--- config.mk ---
export PLATFORM = sky130hd
export DESIGN_NAME = sha256_block_ctrl
export DESIGN_NICKNAME = d
export VERILOG_FILES = /design/src/rtl/sha256_pkg.sv /design/src/rtl/sha256_round_tracker.sv /design/src/rtl/sha256_block_ctrl.sv
export SDC_FILE = /design/constraint.sdc
export NUM_CORES = 2
export LEC_CHECK = 0
export ABC_AREA = 1
export CAP_MARGIN = 20
export CORE_AREA = 2 2 614 616
export CTS_CLUSTER_DIAMETER = 60
export DETAILED_ROUTE_END_ITERATION = 6
export DIE_AREA = 0 0 616 618
export GPL_TIMING_DRIVEN = 0
export PLACE_DENSITY = 0.3
export SLEW_MARGIN = 0
export SYNTH_ARGS = -nofsm -noshare
export SYNTH_HDL_FRONTEND = slang
export SYNTH_SLANG_ARGS = --single-unit
--- constraint.sdc ---
create_clock -name clk -period 4.3 [get_ports clk]
set_clock_uncertainty 0.15 [all_clocks]
set_input_delay 1.29 -clock clk [delete_from_list [all_inputs] [get_ports clk]]
set_output_delay 1.29 -clock clk [all_outputs]
set_load 0.03 [all_outputs]
--- src/rtl/sha256_pkg.sv ---
// Shared definitions for the SHA-256 block sequencer: widths, round count,
// default watchdog limit and controller state encoding.
package sha256_pkg;
  localparam int BLK_W       = 512;
  localparam int DIG_W       = 256;
  localparam int RCNT_W      = 7;
  localparam int ROUNDS_DEF  = 64;
  localparam int TIMEOUT_DEF = 1024;

  typedef enum logic [2:0] {
    S_IDLE,
    S_LOAD,
    S_KICK_NEW,
    S_KICK,
    S_RUN,
    S_OUT
  } state_t;
endpackage

--- src/rtl/sha256_round_tracker.sv ---
// Per-block round tracker: STN rising-edge detect, saturating round count and
// the start-to-done watchdog. Cleared at block load, active only while running.
module sha256_round_tracker import sha256_pkg::*; #(
  parameter int TIMEOUT_CYCLES = TIMEOUT_DEF
) (
  input  logic              clk,
  input  logic              rst,
  input  logic              clr,
  input  logic              en,
  input  logic              stn,
  output logic              stn_rise,
  output logic [RCNT_W-1:0] rounds,
  output logic              timeout
);
  localparam int WD_W = $clog2(TIMEOUT_CYCLES + 1);

  logic              r_stn_q;
  logic [RCNT_W-1:0] r_rounds;
  logic [WD_W-1:0]   r_wd;

  // stn_q tracks the pin every cycle so RUN entry never sees a stale edge
  assign stn_rise = en & stn & ~r_stn_q;
  assign rounds   = r_rounds;
  assign timeout  = en && (r_wd == WD_W'(TIMEOUT_CYCLES - 1));

  always_ff @(posedge clk) begin
    if (rst) begin
      r_stn_q  <= 1'b0;
      r_rounds <= '0;
      r_wd     <= '0;
    end else begin
      r_stn_q <= stn;
      if (clr) begin
        r_rounds <= '0;
        r_wd     <= '0;
      end else if (en) begin
        if (stn_rise && (r_rounds != {RCNT_W{1'b1}})) r_rounds <= r_rounds + 1'b1;
        r_wd <= r_wd + 1'b1;
      end
    end
  end
endmodule

--- src/rtl/sha256_block_ctrl.sv ---
// Host-side sequencer for the SHA-256 compression core and message scheduler:
// accepts tagged blocks, kicks the core, forwards STN and presents the digest.
module sha256_block_ctrl import sha256_pkg::*; #(
  parameter int TIMEOUT_CYCLES = TIMEOUT_DEF,
  parameter int ROUNDS         = ROUNDS_DEF
) (
  input  logic             clk,
  input  logic             rst,
  input  logic             blk_valid,
  output logic             blk_ready,
  input  logic [BLK_W-1:0] blk_data,
  input  logic             blk_first,
  input  logic             blk_last,
  output logic             sched_load,
  output logic [BLK_W-1:0] sched_block,
  output logic             sched_next,
  output logic             comp_start,
  output logic             comp_cont,
  input  logic             comp_stn,
  input  logic             comp_done,
  input  logic [DIG_W-1:0] comp_digest,
  output logic [DIG_W-1:0] digest,
  output logic             digest_valid,
  input  logic             digest_ready,
  output logic             busy,
  output logic             err_seq,
  output logic             err_timeout
);
  state_t            r_state;
  logic              r_first, r_last, r_msg_open, r_core_used;
  logic              r_blk_ready, r_sched_load, r_comp_start, r_comp_cont;
  logic              r_digest_valid, r_busy, r_err_seq, r_err_timeout;
  logic [BLK_W-1:0]  r_sched_block;
  logic [DIG_W-1:0]  r_digest;
  logic [RCNT_W-1:0] w_rounds;
  logic              w_timeout;

  sha256_round_tracker #(.TIMEOUT_CYCLES(TIMEOUT_CYCLES)) u_trk (
    .clk      (clk),
    .rst      (rst),
    .clr      (r_state == S_LOAD),
    .en       (r_state == S_RUN),
    .stn      (comp_stn),
    .stn_rise (sched_next),
    .rounds   (w_rounds),
    .timeout  (w_timeout)
  );

  assign blk_ready    = r_blk_ready;
  assign sched_load   = r_sched_load;
  assign sched_block  = r_sched_block;
  assign comp_start   = r_comp_start;
  assign comp_cont    = r_comp_cont;
  assign digest       = r_digest;
  assign digest_valid = r_digest_valid;
  assign busy         = r_busy;
  assign err_seq      = r_err_seq;
  assign err_timeout  = r_err_timeout;

  always_ff @(posedge clk) begin
    if (rst) begin
      r_state        <= S_IDLE;
      r_first        <= 1'b0;
      r_last         <= 1'b0;
      r_msg_open     <= 1'b0;
      r_core_used    <= 1'b0;
      r_blk_ready    <= 1'b0;
      r_sched_load   <= 1'b0;
      r_comp_start   <= 1'b0;
      r_comp_cont    <= 1'b0;
      r_digest_valid <= 1'b0;
      r_busy         <= 1'b0;
      r_err_seq      <= 1'b0;
      r_err_timeout  <= 1'b0;
      r_sched_block  <= '0;
      r_digest       <= '0;
    end else begin
      r_sched_load <= 1'b0;
      r_comp_start <= 1'b0;
      r_comp_cont  <= 1'b0;
      case (r_state)
        S_IDLE: begin
          r_blk_ready <= 1'b1;
          r_busy      <= 1'b0;
          if (blk_valid && r_blk_ready) begin
            // a continuation with nothing open is consumed and dropped
            if (!blk_first && !r_msg_open) begin
              r_err_seq <= 1'b1;
            end else begin
              r_sched_block <= blk_data;
              r_first       <= blk_first;
              r_last        <= blk_last;
              r_sched_load  <= 1'b1;
              r_blk_ready   <= 1'b0;
              r_busy        <= 1'b1;
              r_state       <= S_LOAD;
            end
          end
        end
        S_LOAD: begin
          r_comp_start <= 1'b1;
          if (r_first && r_core_used) begin
            r_state <= S_KICK_NEW;
          end else begin
            r_comp_cont <= ~r_first;
            r_state     <= S_KICK;
          end
        end
        S_KICK_NEW: begin
          r_comp_start <= 1'b1;
          r_comp_cont  <= ~r_first;
          r_state      <= S_KICK;
        end
        S_KICK: begin
          r_core_used <= 1'b1;
          r_msg_open  <= 1'b1;
          r_state     <= S_RUN;
        end
        S_RUN: begin
          if (comp_done) begin
            if (w_rounds != RCNT_W'(ROUNDS)) r_err_seq <= 1'b1;
            if (r_last) begin
              r_digest       <= comp_digest;
              r_msg_open     <= 1'b0;
              r_digest_valid <= 1'b1;
              r_state        <= S_OUT;
            end else begin
              r_blk_ready <= 1'b1;
              r_busy      <= 1'b0;
              r_state     <= S_IDLE;
            end
          end else if (w_timeout) begin
            r_err_timeout <= 1'b1;
            r_msg_open    <= 1'b0;
            r_core_used   <= 1'b1;
            r_blk_ready   <= 1'b1;
            r_busy        <= 1'b0;
            r_state       <= S_IDLE;
          end
        end
        S_OUT: begin
          if (digest_ready) begin
            r_digest_valid <= 1'b0;
            r_blk_ready    <= 1'b1;
            r_busy         <= 1'b0;
            r_state        <= S_IDLE;
          end
        end
        default: r_state <= S_IDLE;
      endcase
    end
  end
endmodule

**Word level (Yosys, flattened, before mapping)**

Index checks and enable logic that the tools add are counted.

- Latch bits: 0
- Register bits after elaboration: 802
- Input port bits: 776
- Memory bits (writable): 0
- Logic and storage cells: 110
- Memories kept: 0
- Memory bits (read-only): 0
- Output and inout bits: 777

- Divide/modulo/power cells: 0
- Add/sub/neg operators: 2
- Shift operators: 0
- Multiplexer cells: 38
- Equal/unequal tests: 20
- Bitwise gates (word level): 7
- Multipliers: 0
- Order comparisons: 0
- Reductions and logical operators: 25

Operators by type and width:

| operator | count |
|---|---|
| 1-bit 2-to-1 mux | 24 |
| 3-bit 2-to-1 mux | 6 |
| 2-bit != test, second input constant | 9 |
| 3-bit case mux with 6 select lines | 1 |
| 3-bit AND reduction | 5 |
| 7-bit != test, second input constant | 2 |
| 4-bit AND reduction | 3 |
| 11-bit by 1-bit adder with 11-bit output, second input constant | 1 |
| 11-bit by 10-bit equality test with 1-bit output, second input constant | 1 |
| 1-bit case mux with 2 select lines | 5 |
| 3-bit != test, second input constant | 3 |
| 7-bit by 1-bit adder with 7-bit output, second input constant | 1 |
| 3-bit by 2-bit equality test with 1-bit output, second input constant | 2 |
| 3-bit equality test, second input constant | 2 |
| 1-bit case mux with 3 select lines | 2 |
| 2-bit nonzero test | 3 |
| 2-bit OR reduction | 3 |
| 1-bit logical AND | 5 |
| 1-bit inverter | 5 |
| 5-bit AND reduction | 1 |
| 3-bit by 1-bit equality test with 1-bit output, second input constant | 1 |
| 3-bit zero test | 1 |
| 3-bit nonzero test | 1 |
| 1-bit bitwise AND | 2 |
| 2 further kinds | 3 |

**Logic depth before layout (Yosys ltp)**

- Depth in word-level cells: 5
- Depth in mapped cells: 10
- Gate-level depth less buffers: 9

**By module**

A second synthesis with hierarchy kept.

- Cell total of the unflattened synthesis: 3546
- Area total of the unflattened synthesis: 27995.6 um^2

By module, submodules not included:

| module | cells each | times used | seq. area each (um^2) | area each (um^2) |
|---|---|---|---|---|
| sha256_block_ctrl | 3426 | 1 | 15675.0 | 27112.3 |
| sha256_round_tracker | 120 | 1 | 380.4 | 883.3 |

**Least setup slack after synthesis**

Ideal clock, no wire load.

- Path kind: input to output
- Start point: input port comp_stn
- End point: output port sched_next
- Path buffers: 0
- Required time: 2860 ps
- Path slack: 1147 ps
- Arrival time: 1713 ps
- Stages on the path: 2
- Cells stage by stage: inv_1 nor3_4

- Longest elaborated chain between the ends: 2

RTL lines:

| what | line | source |
|---|---|---|
| from (decl) | sha256_block_ctrl.sv:19 | `input logic comp_stn,` |
| 1-bit bitwise AND (2 in a row) | sha256_round_tracker.sv:22 | `assign stn_rise = en & stn & ~r_stn_q;` |
| to (decl) | sha256_block_ctrl.sv:16 | `output logic sched_next,` |

Every way passes these cells.

**Final worst setup path**

Ends and elaborated chain as after synthesis.

==> results by group <==
Route
  – # DRC: 0
  – Vias per cell: 3.23
  – Wire per inst: 30.2 µm
  – Vias: 33,700
  – Detail Route Antenna Nets: 0
  – Final WL: 315 mm
  – Number of iterations in the first detailed-routing pass: 5
  – Initial DRC Count: 2,518

Synthesis
  – Compound-Gate Fraction of Synth Area: 0.142
  – Seq cells post-synth: 802
  – Sequential share of the synthesized area: 0.570
  – Post-Syn Area: 0.0282 mm²
  – Synth Area per Inst: 7.88 µm²
  – Area share of the leading cell type in the synthesized netlist: 0.570
  – Post-synth top area cell: dfxtp_1
  – Synth Area in Simple Gates: 0.233
  – Main combinational cell family by area after synthesis: simple AND/OR/NAND/NOR gates
  – Yosys warns: 0
  – Library cells used by synthesis: 26
  – Mapped Nets: 4,355
  – Cells after synthesis: 3,576
  – Adder-cell share of the synthesized area: 0.00133
  – Synth Area in XOR/XNOR: 0.00187
  – Top post-synthesis cells by area: dfxtp_1 57%, nor2_1 14%, o21ai_0 9.2%
  – Mux cell area share after synthesis: 0

Critical path
  – CP max FO: 3
  – Critical Path Stages: 4
  – Reg-to-reg slack, setup: 0.80 ns
  – Worst Path Arrival: 2.73 ns
  – Critical path required time: 2.86 ns
  – RR Endpoint: sched_block[351]
  – Cell Chain, Critical Path: clkdlybuf4s50_1 > inv_1 > nor3_4 > clkdlybuf4s18_2
  – Crit path max-delay family: buffers and inverters
  – Critical path capture point type: output port
  – Worst r2r src: blk_ready
  – Setup crit start kind: input pin
  – CP Class: input pin to output port
  – Cells on worst reg2reg path: 10
  – Crit path capture: sched_next
  – Critical-path top delay cell: clkdlybuf4s18_2
  – Buffer and inverter count on the worst path: 3
  – Origin of the worst setup path: comp_stn
  – Slowest cell delay on critical path: 0.55 ns

Power and ir drop
  – Total power: 27.9 mW
  – VDD IR-drop max: 0.000306 V
  – Pleak: 19.6 nW
  – Pwr dens: 506 mW/mm²

GRT
  – GRT Util Overall: 0.159
  – GRT overflow: 0
  – First-pass GRT wire length: 389 mm
  – Largest net degree at the start of global routing: 14
  – Initial antenna violation count: 194
  – Vias in the first global route: 32,700

Final layout
  – Layout cells sized above 1: 0.0695
  – Most frequent cells in the layout: 1,550 x clkdlybuf4s50_1, 1,058 x nor2_1, 802 x dfxtp_1
  – Nets: 6,059
  – FILL cells: 42,500
  – Commonest non-fill, non-tap cell in the layout: clkdlybuf4s50_1
  – P&R area growth vs syn: 95.9%

Clock tree
  – H-tree depth: 4
  – Clock sinks: 802
  – Clock tree buffer depth: 4
  – CTS clk-pin slew, worst paths: 0.05 ns
  – CTS Hold Buffers Added: 0
  – Worst-skew pair later-pin latency: 0.81 ns
  – Num CTS Buffers: 150
  – CTS tree: yes
  – CTS root buf: clkbuf_16

Floorplanning
  – IO Pins: 1,553
  – Starting Density: 0.0753
  – Die Y-Extent: 618 µm
  – Core ar.: 0.374 mm²
  – Die area: 0.381 mm²
  – Die Wd: 616 µm
  – Row cnt: 225

STA
  – # setup viols final: 0
  – Fin Hold WS: 0.295 ns
  – Fin. Hold Viols: 0
  – Fmax: 0.240 GHz
  – Min Clock Period, post-route: 4.17 ns
  – Setup WS post-layout: 0.131 ns
  – Worst-Margin Slew: 1.08 ns
  – Slew headroom: 0.276
  – Period Utilization, post-route: 0.969
  – Max-slew violation count: 0
  – RSZ-0062 raised after global routing: false

Placement
  – Dpl hpwl: 277 mm
  – Port bufs: 1,551
  – Worst slack at placement: -1.06 ns
  – Final GP Congestion: 0.925

Status
  – Status: complete, no violations

Job
  – Max-cap violations: 0

Min path
  – Hold crit path type: register to register
-- registers in the layout, indices dropped and copies added (netlist names) --
name / flops
u_trk.r_stn_q: 1
comp_start: 1
blk_ready: 1
sched_block: 512
digest: 256
r_last: 1
comp_cont: 1
u_trk.r_wd: 11
u_trk.rounds: 7
r_state: 3
r_msg_open: 1
sched_load: 1
r_first: 1
busy: 1
err_seq: 1
err_timeout: 1
r_core_used: 1
digest_valid: 1
-- logic make-up after synthesis --
| group | after synthesis |
|---|---|
| buffers and inverters | 319 |
| flip-flops | 802 |
| AND/OR/NAND/NOR | 1646 |
| XOR/XNOR | 6 |
| adder cells (fa/ha/maj) | 3 |
| AO/OA/AOI/OAI | 800 |
-- metrics by stage --
step | std cells | instance area, µm² | utilization | setup TNS (ns)
after floorplan | 3576 | 28200 | - | 0
after global placement | 10100 | 49900 | 0.133 | -408.45
after detailed placement | 10100 | 50000 | 0.134 | -136.36
after CTS | 10400 | 55100 | 0.147 | 0
after global routing | 10400 | 55100 | 0.147 | 0
final | 10400 | 55200 | 0.147 | 0
-- worst min path at each step --
stage                             start            end  slack, ns  depth (start not counted)
after detailed placement  u_trk.r_wd[7]  u_trk.r_wd[7]       0.29                          2
after global placement    u_trk.r_wd[7]  u_trk.r_wd[7]       0.29                          2
after global routing      u_trk.r_wd[7]  u_trk.r_wd[7]       0.31                          2
after CTS                 u_trk.r_wd[7]  u_trk.r_wd[7]       0.30                          2
final                     u_trk.r_wd[7]  u_trk.r_wd[7]       0.29                          2
after floorplan                 r_first      comp_cont       0.27                          1
-- tightest hold or removal path, cell delays in order, from the launching register on --
cell	delay, ns
dfxtp_1	0.30
inv_1	0.05
a21oi_1	0.05
-- where the power goes --
group,internal (mW),switching [mW]
combinational,2.25,4.46
sequential,8.18,0.565
clock,7.67,4.79
total,18.1,9.82
-- per-layer routing --
metal / share of wire / GRT usage / vias to the layer above
met4: 0.032 / 0.0458 / 68
li1: - / - / 15300
met2: 0.47 / 0.263 / 1587
met1: 0.40 / 0.185 / 16300
met3: 0.10 / 0.0678 / 517
met5: 0.0014 / 0 / -
-- cell type report --
class / instances / area (µm²) / share of cell area
buffer: 286 / 1320 / 0.0239
tap: 4994 / 6250 / 0.113
clock inverter: 74 / 1040 / 0.0188
antenna: 43 / 108 / 0.00195
clock buffer: 190 / 4060 / 0.0737
multi-input combinational: 2455 / 10700 / 0.193
timing repair buffer: 1552 / 15500 / 0.282
inverter: 33 / 128 / 0.00231
sequential: 802 / 16100 / 0.291
-- timing repair --
action,in CTS,in global routing
setup buffers,0,0
resized for setup,5,0
setup endpoints to repair,11,0
-- synthesized netlist by cell type --
library cell and instances:
nor2_1 1058, dfxtp_1 802, o21ai_0 520, nand2_1 304, a21oi_1 278, nand3_1 266, clkbuf_1 145, buf_2 94
inv_1 30, buf_1 20, buf_4 20, buf_6 7, xor2_1 6, nand4_1 5, nor3_1 5, ha_1 3
inv_2 2, nand2_2 2, or2_2 2, a211oi_1 1, a221oi_1 1, clkinv_1 1, nand3_2 1, nor2_2 1
nor2_4 1, nor3_4 1
No activity file was read; power rests on OpenSTA's default activity.
